===== src/rtl/mm_pkg.sv =====
// Shared constants, reader state type and the word-to-address mapping used by
// the matrix-multiply result path.
package mm_pkg;

  localparam int N      = 16;
  localparam int ADDR_W = 8;
  localparam int DATA_W = 32;

  typedef enum logic [1:0] {
    IDLE,
    READ,
    DRAIN
  } reader_state_t;

  // Row-major word k lives at address k; column-major walks C transposed.
  function automatic int unsigned word_addr(int unsigned k, int unsigned n, bit transpose);
    return transpose ? (k % n) * n + k / n : k;
  endfunction

endpackage


===== src/rtl/result_reader_if.sv =====
// BRAM C read ports plus the outgoing valid/ready result stream.
interface result_reader_if #(
  parameter int ADDR_W = mm_pkg::ADDR_W,
  parameter int DATA_W = mm_pkg::DATA_W
) ();

  logic [ADDR_W-1:0] bram_c_addr_a;
  logic [ADDR_W-1:0] bram_c_addr_b;
  logic [DATA_W-1:0] bram_c_q_a;
  logic [DATA_W-1:0] bram_c_q_b;
  logic [DATA_W-1:0] out_data;
  logic              out_valid;
  logic              out_ready;
  logic              out_last;

  modport master (
    output bram_c_addr_a, bram_c_addr_b, out_data, out_valid, out_last,
    input  bram_c_q_a, bram_c_q_b, out_ready
  );

  modport slave (
    input  bram_c_addr_a, bram_c_addr_b, out_data, out_valid, out_last,
    output bram_c_q_a, bram_c_q_b, out_ready
  );

endinterface


===== src/rtl/result_fifo.sv =====
// Small FIFO accepting up to two words per cycle (A then B) and popping one;
// the head word is read straight from registered storage.
module result_fifo #(
  parameter int DEPTH  = 4,
  parameter int DATA_W = 32
) (
  input  logic                     clk,
  input  logic                     rst,
  input  logic                     wr_en_a,
  input  logic                     wr_en_b,
  input  logic [DATA_W-1:0]        wr_data_a,
  input  logic [DATA_W-1:0]        wr_data_b,
  input  logic                     rd_en,
  output logic [DATA_W-1:0]        rd_data,
  output logic [$clog2(DEPTH):0]   count
);

  localparam int PW = $clog2(DEPTH);
  localparam int unsigned DEPTH_U = DEPTH;

  logic [DATA_W-1:0] mem [DEPTH];
  logic [PW-1:0]     wr_ptr;
  logic [PW-1:0]     wr_ptr_b;
  logic [PW-1:0]     rd_ptr;

  assign wr_ptr_b = wr_en_a ? wr_ptr + PW'(1) : wr_ptr;
  assign rd_data  = mem[rd_ptr];

  always_ff @(posedge clk or posedge rst) begin
    if (rst) begin
      for (int unsigned i = 0; i < DEPTH_U; i++) mem[i] <= '0;
      wr_ptr <= '0;
      rd_ptr <= '0;
      count  <= '0;
    end else begin
      if (wr_en_a) mem[wr_ptr] <= wr_data_a;
      if (wr_en_b) mem[wr_ptr_b] <= wr_data_b;
      wr_ptr <= wr_ptr + PW'(wr_en_a) + PW'(wr_en_b);
      rd_ptr <= rd_ptr + PW'(rd_en);
      count  <= count + (PW+1)'(wr_en_a) + (PW+1)'(wr_en_b) - (PW+1)'(rd_en);
    end
  end

endmodule


===== src/rtl/result_reader.sv =====
// Drains the N*N result matrix from BRAM C as a valid/ready word stream.
// Define RESULT_READER_TRANSPOSE_EN to stream C column-major instead of row-major.
module result_reader #(
  parameter int N          = mm_pkg::N,
  parameter int ADDR_W     = mm_pkg::ADDR_W,
  parameter int DATA_W     = mm_pkg::DATA_W,
  parameter int FIFO_DEPTH = 4
) (
  input  logic clk,
  input  logic rst,
  input  logic start,
  output logic busy,
  output logic done,
  result_reader_if.master bus
);

  import mm_pkg::*;

  localparam int WORDS = N * N;
  localparam int KW    = $clog2(WORDS + 1);
  localparam int CW    = $clog2(FIFO_DEPTH) + 1;
  localparam int unsigned DEPTH_U = FIFO_DEPTH;
`ifdef RESULT_READER_TRANSPOSE_EN
  localparam bit TRANSPOSE = 1'b1;
`else
  localparam bit TRANSPOSE = 1'b0;
`endif

  reader_state_t     state, state_next;
  logic [KW-1:0]     issue_k;
  logic [KW-1:0]     out_idx;
  logic              iss1, iss2;
  logic              done_q;
  logic              issue, pop, last_word, last_pair;
  logic [CW-1:0]     fifo_count;
  logic [DATA_W-1:0] head;
  logic [ADDR_W-1:0] addr_a, addr_b;
  int unsigned       in_use;

  assign pop       = bus.out_valid && bus.out_ready;
  assign last_word = (out_idx == KW'(WORDS - 1));
  assign last_pair = (issue_k == KW'(WORDS - 2));

  assign bus.out_valid     = (fifo_count != '0);
  assign bus.out_last      = bus.out_valid && last_word;
  assign bus.out_data      = head;
  assign bus.bram_c_addr_a = addr_a;
  assign bus.bram_c_addr_b = addr_b;
  assign busy              = (state != IDLE);
  assign done              = done_q;

  // Credits cover both BRAM latency stages; the same-cycle pop is counted back
  // so a single stream keeps one word per cycle with only four entries.
  always_comb begin
    state_next = state;
    issue      = 1'b0;
    in_use     = 32'(fifo_count) + (iss1 ? 32'd2 : 32'd0) + (iss2 ? 32'd2 : 32'd0);
    unique case (state)
      IDLE: begin
        if (start && !done_q) begin
          issue      = 1'b1;
          state_next = last_pair ? DRAIN : READ;
        end
      end
      READ: begin
        if (in_use + 32'd2 <= DEPTH_U + (pop ? 32'd1 : 32'd0)) begin
          issue = 1'b1;
          if (last_pair) state_next = DRAIN;
        end
      end
      DRAIN: begin
        if (pop && last_word) state_next = IDLE;
      end
      default: state_next = IDLE;
    endcase
  end

  always_ff @(posedge clk or posedge rst) begin
    if (rst) state <= IDLE;
    else     state <= state_next;
  end

  always_ff @(posedge clk or posedge rst) begin
    if (rst) begin
      issue_k <= '0;
      out_idx <= '0;
      iss1    <= 1'b0;
      iss2    <= 1'b0;
      done_q  <= 1'b0;
      addr_a  <= '0;
      addr_b  <= '0;
    end else begin
      iss1   <= issue;
      iss2   <= iss1;
      done_q <= (state == DRAIN) && pop && last_word;
      if (issue) begin
        addr_a  <= ADDR_W'(word_addr(32'(issue_k), N, TRANSPOSE));
        addr_b  <= ADDR_W'(word_addr(32'(issue_k) + 32'd1, N, TRANSPOSE));
        issue_k <= last_pair ? '0 : issue_k + KW'(2);
      end
      if (pop) out_idx <= last_word ? '0 : out_idx + KW'(1);
    end
  end

  result_fifo #(
    .DEPTH  (FIFO_DEPTH),
    .DATA_W (DATA_W)
  ) u_fifo (
    .clk       (clk),
    .rst       (rst),
    .wr_en_a   (iss2),
    .wr_en_b   (iss2),
    .wr_data_a (bus.bram_c_q_a),
    .wr_data_b (bus.bram_c_q_b),
    .rd_en     (pop),
    .rd_data   (head),
    .count     (fifo_count)
  );

endmodule

===== src/flat_wrapper.sv =====
// flat-port wrapper written by rule: the top's interface ports become plain ports
module result_reader_flat import mm_pkg::*;
#(
  parameter int N          = mm_pkg::N,
  parameter int ADDR_W     = mm_pkg::ADDR_W,
  parameter int DATA_W     = mm_pkg::DATA_W,
  parameter int FIFO_DEPTH = 4
)
  (clk, rst, start, busy, done, bus_bram_c_addr_a, bus_bram_c_addr_b, bus_out_data, bus_out_valid, bus_out_last, bus_bram_c_q_a, bus_bram_c_q_b, bus_out_ready);
  result_reader_if #(.ADDR_W(ADDR_W), .DATA_W(DATA_W)) bus_i ();
  input  logic clk;
  input  logic rst;
  input  logic start;
  output logic busy;
  output logic done;
  output wire logic [$bits(bus_i.bram_c_addr_a)-1:0] bus_bram_c_addr_a;
  output wire logic [$bits(bus_i.bram_c_addr_b)-1:0] bus_bram_c_addr_b;
  output wire logic [$bits(bus_i.out_data)-1:0] bus_out_data;
  output wire logic [$bits(bus_i.out_valid)-1:0] bus_out_valid;
  output wire logic [$bits(bus_i.out_last)-1:0] bus_out_last;
  input wire logic [$bits(bus_i.bram_c_q_a)-1:0] bus_bram_c_q_a;
  input wire logic [$bits(bus_i.bram_c_q_b)-1:0] bus_bram_c_q_b;
  input wire logic [$bits(bus_i.out_ready)-1:0] bus_out_ready;
  assign bus_bram_c_addr_a = bus_i.bram_c_addr_a;
  assign bus_bram_c_addr_b = bus_i.bram_c_addr_b;
  assign bus_out_data = bus_i.out_data;
  assign bus_out_valid = bus_i.out_valid;
  assign bus_out_last = bus_i.out_last;
  assign bus_i.bram_c_q_a = bus_bram_c_q_a;
  assign bus_i.bram_c_q_b = bus_bram_c_q_b;
  assign bus_i.out_ready = bus_out_ready;
  result_reader #(.N(N), .ADDR_W(ADDR_W), .DATA_W(DATA_W), .FIFO_DEPTH(FIFO_DEPTH)) u_core (.clk(clk), .rst(rst), .start(start), .busy(busy), .done(done), .bus(bus_i));
endmodule

===== config.mk =====
export PLATFORM = sky130hd
export DESIGN_NAME = result_reader_flat
export DESIGN_NICKNAME = d
export VERILOG_FILES = /design/src/rtl/mm_pkg.sv /design/src/rtl/result_reader_if.sv /design/src/rtl/result_fifo.sv /design/src/rtl/result_reader.sv /design/src/flat_wrapper.sv
export SDC_FILE = /design/constraint.sdc
export NUM_CORES = 1
export LEC_CHECK = 0
export CORE_MARGIN = 4
export CORE_UTILIZATION = 40
export CTS_BUF_LIST = sky130_fd_sc_hd__clkbuf_8
export DETAILED_ROUTE_END_ITERATION = 12
export PLACE_DENSITY = 0.65
export SLEW_MARGIN = 20
export SYNTH_ARGS = -nofsm -noshare
export SYNTH_HDL_FRONTEND = slang
export SYNTH_SLANG_ARGS = --single-unit

===== constraint.sdc =====
create_clock -name clk -period 9.5 [get_ports clk]
set_input_delay 0.95 -clock clk [delete_from_list [all_inputs] [get_ports clk]]
set_output_delay 0.95 -clock clk [all_outputs]
set_load 0.02 [all_outputs]

==> results_dict.tcl <==
set metrics [dict create \
    run_status "finished, final reports clean" \
    tns_ns 0 \
    path_clk_slew_ns 0.08 \
    start_util_pct 40.82 \
    remaining_drc_errors 0 \
    antenna_cells 0 \
    cap_violations 0 \
    syn-instance-count 787 \
    async_flop_share_pct 100.0 \
    num_vias 5969 \
    tightest_slew_ns 0.8245 \
    placed_cell_area_mm2 0.009957 \
    cp.required_ns 8.55 \
    yosysTopAreaCellShare_pct 48.84 \
    syn_area_mm2 0.008608 \
    ys_seq_area_share_pct 48.84 \
    dp_hpwl_mm 12.49 \
    grt_remaining_overflow 0 \
    p_per_area_mw_per_mm2 385.8 \
    h-tree-depth 4 \
    grt_max_degree 91 \
    cp.arrival_ns 2.79 \
    drt_iter0_drc 230 \
    syn_nets 872 \
    final_area_mm2 0.01034 \
    startpoint_type "flop" \
    final_cells 1164 \
    period_needed_ns 3.736 \
    final_common_cell "dfrtp_1" \
    hp-class "flop to flop" \
    leakage_nw 4.934 \
    post-route-period-util_pct 39.32 \
    synth.distinct_cells 47 \
    fmax_mhz 267.7 \
    dp.cells 1134 \
    hold_buffers 0 \
    setup_violations 0 \
    place.port_buffers 118 \
    avgSynthCellArea_um2 10.94 \
    synth_edf_count 0 \
    gp_congestion 0.7682 \
    cts.sinks 168 \
    ant_nets 0 \
    grt_first_pass_wirelength_mm 33.24 \
    dieArea_mm2 0.02393 \
    antenna_found_initial 0 \
    slew_viol_final 0 \
    synth_top_area_cell "dfrtp_1" \
    die-height_um 154.7 \
    vias_per_cell 5.128 \
    grtUsageTotal_pct 17.45 \
    skew_ns 0.01504 \
    finalHoldViolCount 0 \
    rsz0062_at_grt "no" \
    cts_root_buffer "clkbuf_8" \
    ys.flop_type "dfrtp_1" \
    final_cell_mix "dfrtp_1 (167), mux2i_1 (128), clkdlybuf4s50_1 (118), nand2_1 (78), nor2_1 (72)" \
    drive_above_1_share_pct 10.24 \
    endpoint_kind "primary output" \
    cts_buffers 17 \
    syn_to_final_growth_pct 20.07 \
    ys_top_cells_by_area "dfrtp_1 (49%), mux2i_1 (15%), mux4_2 (8.4%), o21ai_0 (4.1%), a21oi_1 (4.0%)" \
    crit_type "flop to primary output" \
    wire_per_inst_um 17.34 \
    clkLatencyLatePin_ns 0.45 \
    fin_nets 963 \
    peakVddDrop_mv 0.1765 \
    core_region_area_mm2 0.02109 \
    synth_warnings 0 \
    num_rows 53 \
    grt_pass1_vias 6226 \
    timing.slew.headroom_pct 45.03 \
    ioPinCount 120 \
    post-cts-setup-buffers 0 \
    die_w_um 154.7 \
    finalPower_mw 3.988 \
    wl_mm 20.18 \
    ys_ff_latch 168 \
    drtPass1Iterations 5 \
    path_max_fanout 21 \
    cts_tree "yes" \
    cts.path.max_buffers 2 \
    cts_resized 0 \
]
stage by stage:
step	util [%]	worst slack [ns]	hold WS [ns]
global route	49.02	5.644	0.5124
global placement	47.22	5.810	0.4557
detailed placement	47.22	5.727	0.4636
finish	49.02	5.764	0.4800
floorplan	-	4.003	0.4173
CTS	49.00	5.690	0.4796
metal layers:
metal	track usage, %	share of wire, %	up-vias
met5	0	0	-
met4	3.953	0.93	0
met3	3.889	4.4	11
met2	28.29	48	115
met1	24.16	47	2895
li1	-	-	2948
where the power goes:
group / internal, mW / switching, mW
clock network: 0.238 / 0.256
logic: 1.05 / 1.14
registers: 1.09 / 0.215
total: 2.37 / 1.61
final timing paths:
path / startpoint / end / slack, ns / depth (start not counted)
setup / recovery: u_core.u_fifo.rd_ptr[1]$_DFF_PP0_ / bus_out_data[31] / 5.76 / 3
hold / removal: u_core.out_idx[6]$_DFFE_PP0N_ / u_core.out_idx[6]$_DFFE_PP0N_ / 0.48 / 1
setup reg to reg: u_core.iss2$_DFF_PP0_ / u_core.bus.bram_c_addr_a[4]$_DFFE_PP0P_ / 6.31 / 8
hold reg to reg: u_core.out_idx[6]$_DFFE_PP0N_ / u_core.out_idx[6]$_DFFE_PP0N_ / 0.48 / 1
max in group asynchronous: rst / u_core.u_fifo.mem[0]$_DFF_PP0_ / 7.23 / 3
min in group asynchronous: rst / u_core.bus.bram_c_addr_a[2]$_DFFE_PP0P_ / 1.03 / 2
worst max-delay path, cell delays in order, from the launching register on:
cell,delay [ns]
dfrtp_1,0.77
buf_4,0.45
mux4_2,0.56
clkdlybuf4s50_1,0.56
registers in the layout (all words and copies together), names as in the netlist:
signal                    cells
u_core.u_fifo.mem           128
u_core.bus.bram_c_addr_b      5
u_core.iss2                   1
u_core.u_fifo.count           3
u_core.u_fifo.wr_ptr          2
u_core.state                  2
u_core.done                   1
u_core.u_fifo.rd_ptr          2
u_core.out_idx                9
u_core.issue_k                8
u_core.iss1                   1
u_core.bus.bram_c_addr_a      6
logic make-up (layout without fill, tap and decap cells):
group | Yosys count | after routing | synth area share [%]
AO/OA/AOI/OAI | 154 | 154 | 9.477
XOR/XNOR | 14 | 14 | 1.424
adder cells (fa/ha/maj) | 17 | 17 | 2.471
buffers and inverters | 75 | 177 | 3.997
flip-flops | 168 | 168 | 48.84
multiplexers | 165 | 165 | 23.91
other | 1 | 1 | 0.04356
AND/OR/NAND/NOR | 193 | 193 | 9.840
Yosys cell counts (all sizes together) (3+ instances only):
library cell and instances:
a21oi 69, and3 4, buf 36, clkbuf 21, dfrtp 168, ha 17, inv 18, mux2 5
mux2i 128, mux4 32, nand2 83, nand2b 4, nand3 13, nand4 3, nor2 72, nor2b 3
o21ai 72, xnor2 9, xor2 5
area by class of cell:
cell class	instances	area, um^2
clock inverter	8	72.57
timing repair buffer	129	1267
fill	1951	10750
sequential	168	4205
tap	275	344.1
multi-input combinational	544	4071
inverter	18	72.57
clock buffer	22	302.8
Note: power is estimated with default switching activity, not from simulation.
==> edit 1, RTL diff (same settings) <==
`DATA_W` is set to 32 in 2 places; all go to 48.
--- a/src/rtl/mm_pkg.sv
+++ b/src/rtl/mm_pkg.sv
@@ -4,7 +4,7 @@
 
   localparam int N      = 16;
   localparam int ADDR_W = 8;
-  localparam int DATA_W = 32;
+  localparam int DATA_W = 48;
 
   typedef enum logic [1:0] {
     IDLE,
--- a/src/rtl/result_fifo.sv
+++ b/src/rtl/result_fifo.sv
@@ -2,7 +2,7 @@
 // the head word is read straight from registered storage.
 module result_fifo #(
   parameter int DEPTH  = 4,
-  parameter int DATA_W = 32
+  parameter int DATA_W = 48
 ) (
   input  logic                     clk,
   input  logic                     rst,
Interface: changed (resized bus_bram_c_q_a, bus_bram_c_q_b and bus_out_data); port bits go from 120 to 168. The function was not compared with the original's and may differ.
==> edit 1 against the unedited design <==
Die area rose by 36%. Setup slack got worse by 0.29 ns. Sequential cell count rose by 64. Wire length rose by 49%. Core utilization rose by 1.1 points. Global-route usage rose by 0.71 points. Final area rose by 41%. Sequential power fell by 10%. Power fell by 24%. Combinational power fell by 55%. Synthesized area rose by 38%. Clock power rose by 75%. Count of clock-buffer cells in the layout rose by 26. Non-clock buffer count rose by 48. Critical path type unchanged. Critical endpoint is now bus_out_data[3]. Largest cell class unchanged.
==> edit 1: results (changes against the unedited design) <==
Layout
  – Layout cells sized above 1: 10.5% (+0.22 points)
  – Number of nets at the end of the flow: 1343 (+39%)
  – Registers with the highest flip-flop counts: u_core.u_fifo.mem x192, u_core.out_idx x9

Clocking
  – Level count of the clock H-tree: 2 (-2)
  – # resized after CTS: 0 (unchanged)
  – Clock transition at the register clock pins on the worst setup and hold paths after CTS: 0.06 ns (-0.02 ns)
  – Later-pin clock latency in the skew report: 0.54 ns (+0.09 ns)
  – Root buffer cell: clkbuf_8
  – Total CTS buffers: 42 (+25)
  – Number of setup buffers added after CTS: 0 (unchanged)
  – Maximum clock path buffer count: 3 (+1)

GRT
  – First-pass GRT wire length: 48400 um (+46%)
  – Via count of the first global-routing pass: 8818 (+42%)
  – Antenna violations before repair: 1 (+1)
  – Largest net degree at the start of global routing: 97 (+6.6%)
  – All-layer global routing usage: 18.2% (+0.71 points)

Worst setup path
  – Capturing point of the worst reg2reg path: u_core.bus.bram_c_addr_b[1]
  – Cell family with the largest share of critical-path delay: buffers and inverters
  – Library cell contributing the largest single delay on the critical path: buf_4
  – R2r setup slk: 6.36 ns (+0.05 ns)
  – Arrival time of data at the critical path endpoint: 3.08 ns (+0.29 ns)
  – Delay of the slowest cell on the worst path: 0.73 ns (-0.04 ns)
  – Crit-path max FO: 38 (+81%)
  – Critical register-to-register path startpoint: u_core.u_fifo.count[0]

Pwr
  – Max VDD drop: 0.101 mV (-43%)
  – Leak pwr: 7.19 nW (+46%)

STA
  – Hold Worst Slack: 0.473 ns (-0.00649 ns)
  – Remaining max-slew budget at the tightest pin: 27.4% (-18 points)
  – Final clock skew: 0.0158 ns (+0.000724 ns)

Drt
  – DR vias: 8612 (+44%)
  – Detailed Route WL: 30000 um (+49%)
  – Initial detailed-routing violation count: 471 (+100%)

Yosys
  – Most common library cells after synthesis: dfrtp_1, mux2i_1, nand2_1, a21oi_1, nor2_1
  – Share of synthesized area occupied by flip-flops and latches: 48.9% (+0.051 points)
  – Proportion of synthesized area in mux cells: 25.7% (+1.8 points)
  – Number of different library cells in the post-synthesis netlist: 48 (+2.1%)
  – Arithmetic-cell share of the synthesized area counting full adders, half adders and majority gates: 1.79% (-0.68 points)
  – Post-synthesis compound-gate area fraction: 10.1% (+0.60 points)
  – Number of nets in the synthesized netlist: 1205 (+38%)
  – Post-synthesis share of cell area spent on xor and xnor gates: 0.959% (-0.47 points)
  – Count of warnings emitted by yosys: 0 (unchanged)
  – Cell types with the largest area share after synthesis: dfrtp_1, mux2i_1, mux4_2
  – Asr flop ratio synth: 100% (unchanged)

Hold path
  – End point of the worst hold path: u_core.bus.bram_c_addr_b[0]
  – Hold path startpoint: u_core.bus.bram_c_addr_b[0]

Placed design
  – Half-perimeter wire length after placement: 17900 um (+43%)
  – Routability congestion estimate from global placement: 0.770 (+0.26%)
  – Number of port buffers: 166 (+41%)

Run status
  – Result of the run: finished clean
edit 1: layer usage:
metal	share of wire (%)	vias to the layer above	global-route usage, %
met3	5.0	43	3.67
met1	47	4219	25.7
met4	1.8	2	4.63
met2	46	216	28.9
met5	0.037	-	0
li1	-	4132	-
edit 1: cell type report:
cell class                 instances  area, um^2
clock buffer                      48         661
clock inverter                    23         101
fill                            2688       14500
inverter                          18        75.1
multi-input combinational        755        5670
sequential                       232        5810
tap                              384         480
timing repair buffer             177        1740
edit 1: stage by stage:
| stage | worst slack [ns] | total power [W] | area (um^2) | cells |
|---|---|---|---|---|
| floorplan | 2.19 | 0.00176 | 11900 | 1088 |
| global placement | 5.73 | 0.00218 | 13800 | 1566 |
| detailed placement | 5.67 | 0.00219 | 13800 | 1566 |
| CTS | 5.37 | 0.00307 | 14500 | 1637 |
| global route | 5.26 | 0.00318 | 14500 | 1637 |
| finish | 5.47 | 0.00302 | 14500 | 1637 |
edit 1: where the power goes:
| part | internal [W] | switching (W) |
|---|---|---|
| combinational | 0.000521 | 0.000470 |
| clock | 0.000458 | 0.000405 |
| sequential | 0.00108 | 0.0000904 |
| total | 0.00205 | 0.000966 |
edit 1: worst max-delay path by stage:
stage | startpoint | to | slack (ns) | depth (start not counted)
global placement | bus_out_ready | u_core.bus.bram_c_addr_b[2] | 5.73 | 9
finish | u_core.u_fifo.rd_ptr[0] | bus_out_data[3] | 5.47 | 3
CTS | u_core.u_fifo.rd_ptr[0] | bus_out_data[3] | 5.37 | 3
detailed placement | bus_out_ready | u_core.bus.bram_c_addr_b[1] | 5.67 | 9
floorplan | rst | u_core.bus.bram_c_addr_a[3] | 2.19 | 1
global route | u_core.u_fifo.rd_ptr[0] | bus_out_data[3] | 5.26 | 3
==> edit 2, RTL diff (same settings) <==
Made on the original files. The 3 states of `reader_state_t` get a one-hot encoding in 3 bits.
--- a/src/rtl/mm_pkg.sv
+++ b/src/rtl/mm_pkg.sv
@@ -6,10 +6,10 @@
   localparam int ADDR_W = 8;
   localparam int DATA_W = 32;
 
-  typedef enum logic [1:0] {
-    IDLE,
-    READ,
-    DRAIN
+  typedef enum logic [2:0] {
+    IDLE  = 3'b001,
+    READ  = 3'b010,
+    DRAIN = 3'b100
   } reader_state_t;
 
   // Row-major word k lives at address k; column-major walks C transposed.
Function: no difference found for any inputs over 4 cycles, from zero or initial values and one cycle with rst high; so few cycles prove little.
==> edit 2 against the unedited design <==
Die area about the same. Largest cell class unchanged. Combinational power decreased by 23%. Final area about the same. Sequential cell count increased by 1. Largest power group unchanged. Count of clock-buffer cells in the layout decreased by 4. Synthesized area about the same. Global-route usage increased by 0.34 points. Setup slack got worse by 0.039 ns. Wire length increased by 2.9%. Power decreased by 12%.
==> edit 2: results (changes against the unedited design) <==
Drt
  – Highest metal used: met5
  – Detail Route met2 WL: 9890 um (+2.5%)
  – Detailed-route vias per instance: 5.25 (+2.4%)
  – Count of TritonRoute iterations in the first routing pass: 5 (unchanged)
  – Met3 wire length: 1030 um (+16%)
  – Sum of routed wire segments on met1: 9720 um (+2.6%)
  – Detailed Route WL: 20800 um (+2.9%)
  – Initial detailed-routing violation count: 339 (+47%)

Layout
  – Number of antenna cells inserted: 0 (unchanged)
  – Layout cells sized above 1: 11.3% (+1.1 points)
  – Number of nets at the end of the flow: 956 (-0.73%)

Yosys
  – Share of synthesized area occupied by flip-flops and latches: 49.1% (+0.28 points)
  – Post-synthesis share of cell area spent on xor and xnor gates: 1.32% (-0.10 points)
  – Cell types with the largest area share after synthesis: dfrtp_1, mux2i_1, mux4_2
  – Number of different library cells in the post-synthesis netlist: 50 (+6.4%)
  – Most common library cells after synthesis: dfrtp_1, mux2i_1, nand2_1, nor2_1, a21oi_1
  – Number of nets in the synthesized netlist: 865 (-0.80%)
  – Proportion of synthesized area in mux cells: 24.1% (+0.23 points)
  – Area share of the largest cell type after synthesis: 48.8% (about the same)
  – Arithmetic-cell share of the synthesized area counting full adders, half adders and majority gates: 2.18% (-0.29 points)
  – Post-synthesis compound-gate area fraction: 9.60% (+0.13 points)

STA
  – Final clock skew: 0.00979 ns (-0.00525 ns)
  – Setup_tns: 0 ns (unchanged)
  – Remaining max-slew budget at the tightest pin: 33.5% (-12 points)

Placed design
  – Half-perimeter wire length after placement: 13200 um (+5.3%)
  – Routability congestion estimate from global placement: 0.766 (-0.25%)

GRT
  – Met2 Track Usage GR: 28.5% (+0.25 points)
  – Largest net degree at the start of global routing: 99 (+8.8%)
  – Grt met3 use: 4.50% (+0.62 points)
  – Via count of the first global-routing pass: 6119 (-1.7%)
  – GR Layer Usage met1: 24.7% (+0.56 points)
  – First-pass GRT wire length: 33900 um (+1.9%)
  – All-layer global routing usage: 17.8% (+0.34 points)
  – Antenna violations before repair: 2 (+2)

Worst setup path
  – Crit-path max FO: 19 (-9.5%)
  – Delay of the slowest cell on the worst path: 0.75 ns (-0.02 ns)
  – Launch point of the critical path: u_core.u_fifo.rd_ptr[0]
  – Critical register-to-register path startpoint: u_core.u_fifo.count[0]
  – Arrival time of data at the critical path endpoint: 2.83 ns (+0.04 ns)
  – Library cell contributing the largest single delay on the critical path: dfrtp_2

Run status
  – Result of the run: finished clean

Pwr
  – Max VDD drop: 0.171 mV (-3.2%)
  – Leak pwr: 4.92 nW (-0.32%)

Hold path
  – Hold path startpoint: u_core.bus.bram_c_addr_b[0]

Clocking
  – # resized after CTS: 0 (unchanged)
  – Level count of the clock H-tree: 4 (unchanged)
  – Maximum clock path buffer count: 2 (unchanged)
[edit 2: changes by cell type after synthesis, sizes merged, moves of 2 or more]
cell and change:
clkbuf -2, nand2 -2, xnor2 -2, nor2 -2
ha -2, nand3b -2, nor2b -2
[edit 2: area by class of cell]
class                   instances  area [um^2]
inverters                      18         72.6
well taps                     275          344
repair buffers                128         1260
fillers                      1962        10700
multi-input cells             539         4060
clock inverters                14          123
clock buffers                  18          248
flip-flops and latches        169         4230
[edit 2: path summary, 6_finish.rpt]
path / slack, ns / depth (start not counted) / to
setup / recovery: 5.72 / 3 / bus_out_data[21]
hold / removal: 0.48 / 1 / u_core.bus.bram_c_addr_b[0]
setup reg to reg: 6.51 / 9 / u_core.bus.bram_c_addr_a[1]
hold reg to reg: 0.48 / 1 / u_core.bus.bram_c_addr_b[0]
max in group asynchronous: 6.89 / 3 / u_core.u_fifo.mem[88]
min in group asynchronous: 1.05 / 2 / u_core.u_fifo.mem[59]
[edit 2: per-stage QoR]
step | worst slack, ns | instances | instance area (um^2) | hold WS (ns) | power (W)
2_1_floorplan | 3.98 | 782 | 8610 | 0.417 | 0.00243
3_3_place_gp | 6.01 | 1129 | 9970 | 0.457 | 0.00301
3_5_place_dp | 5.97 | 1129 | 9970 | 0.452 | 0.00305
4_1_cts | 5.60 | 1161 | 10300 | 0.483 | 0.00355
5_1_grt | 5.50 | 1161 | 10300 | 0.499 | 0.00376
6_report | 5.72 | 1161 | 10300 | 0.479 | 0.00351
[edit 2: power by group]
group | internal, W | switching, W
sequential | 0.00106 | 0.000263
combinational | 0.000887 | 0.000802
clock | 0.000214 | 0.000277
[edit 2: critical path, delay by kind of cell (launching register included)]
family	cells	cell delay [ns]
DFF	1	0.75
buffers and inverters	2	1.04
muxes	1	0.59
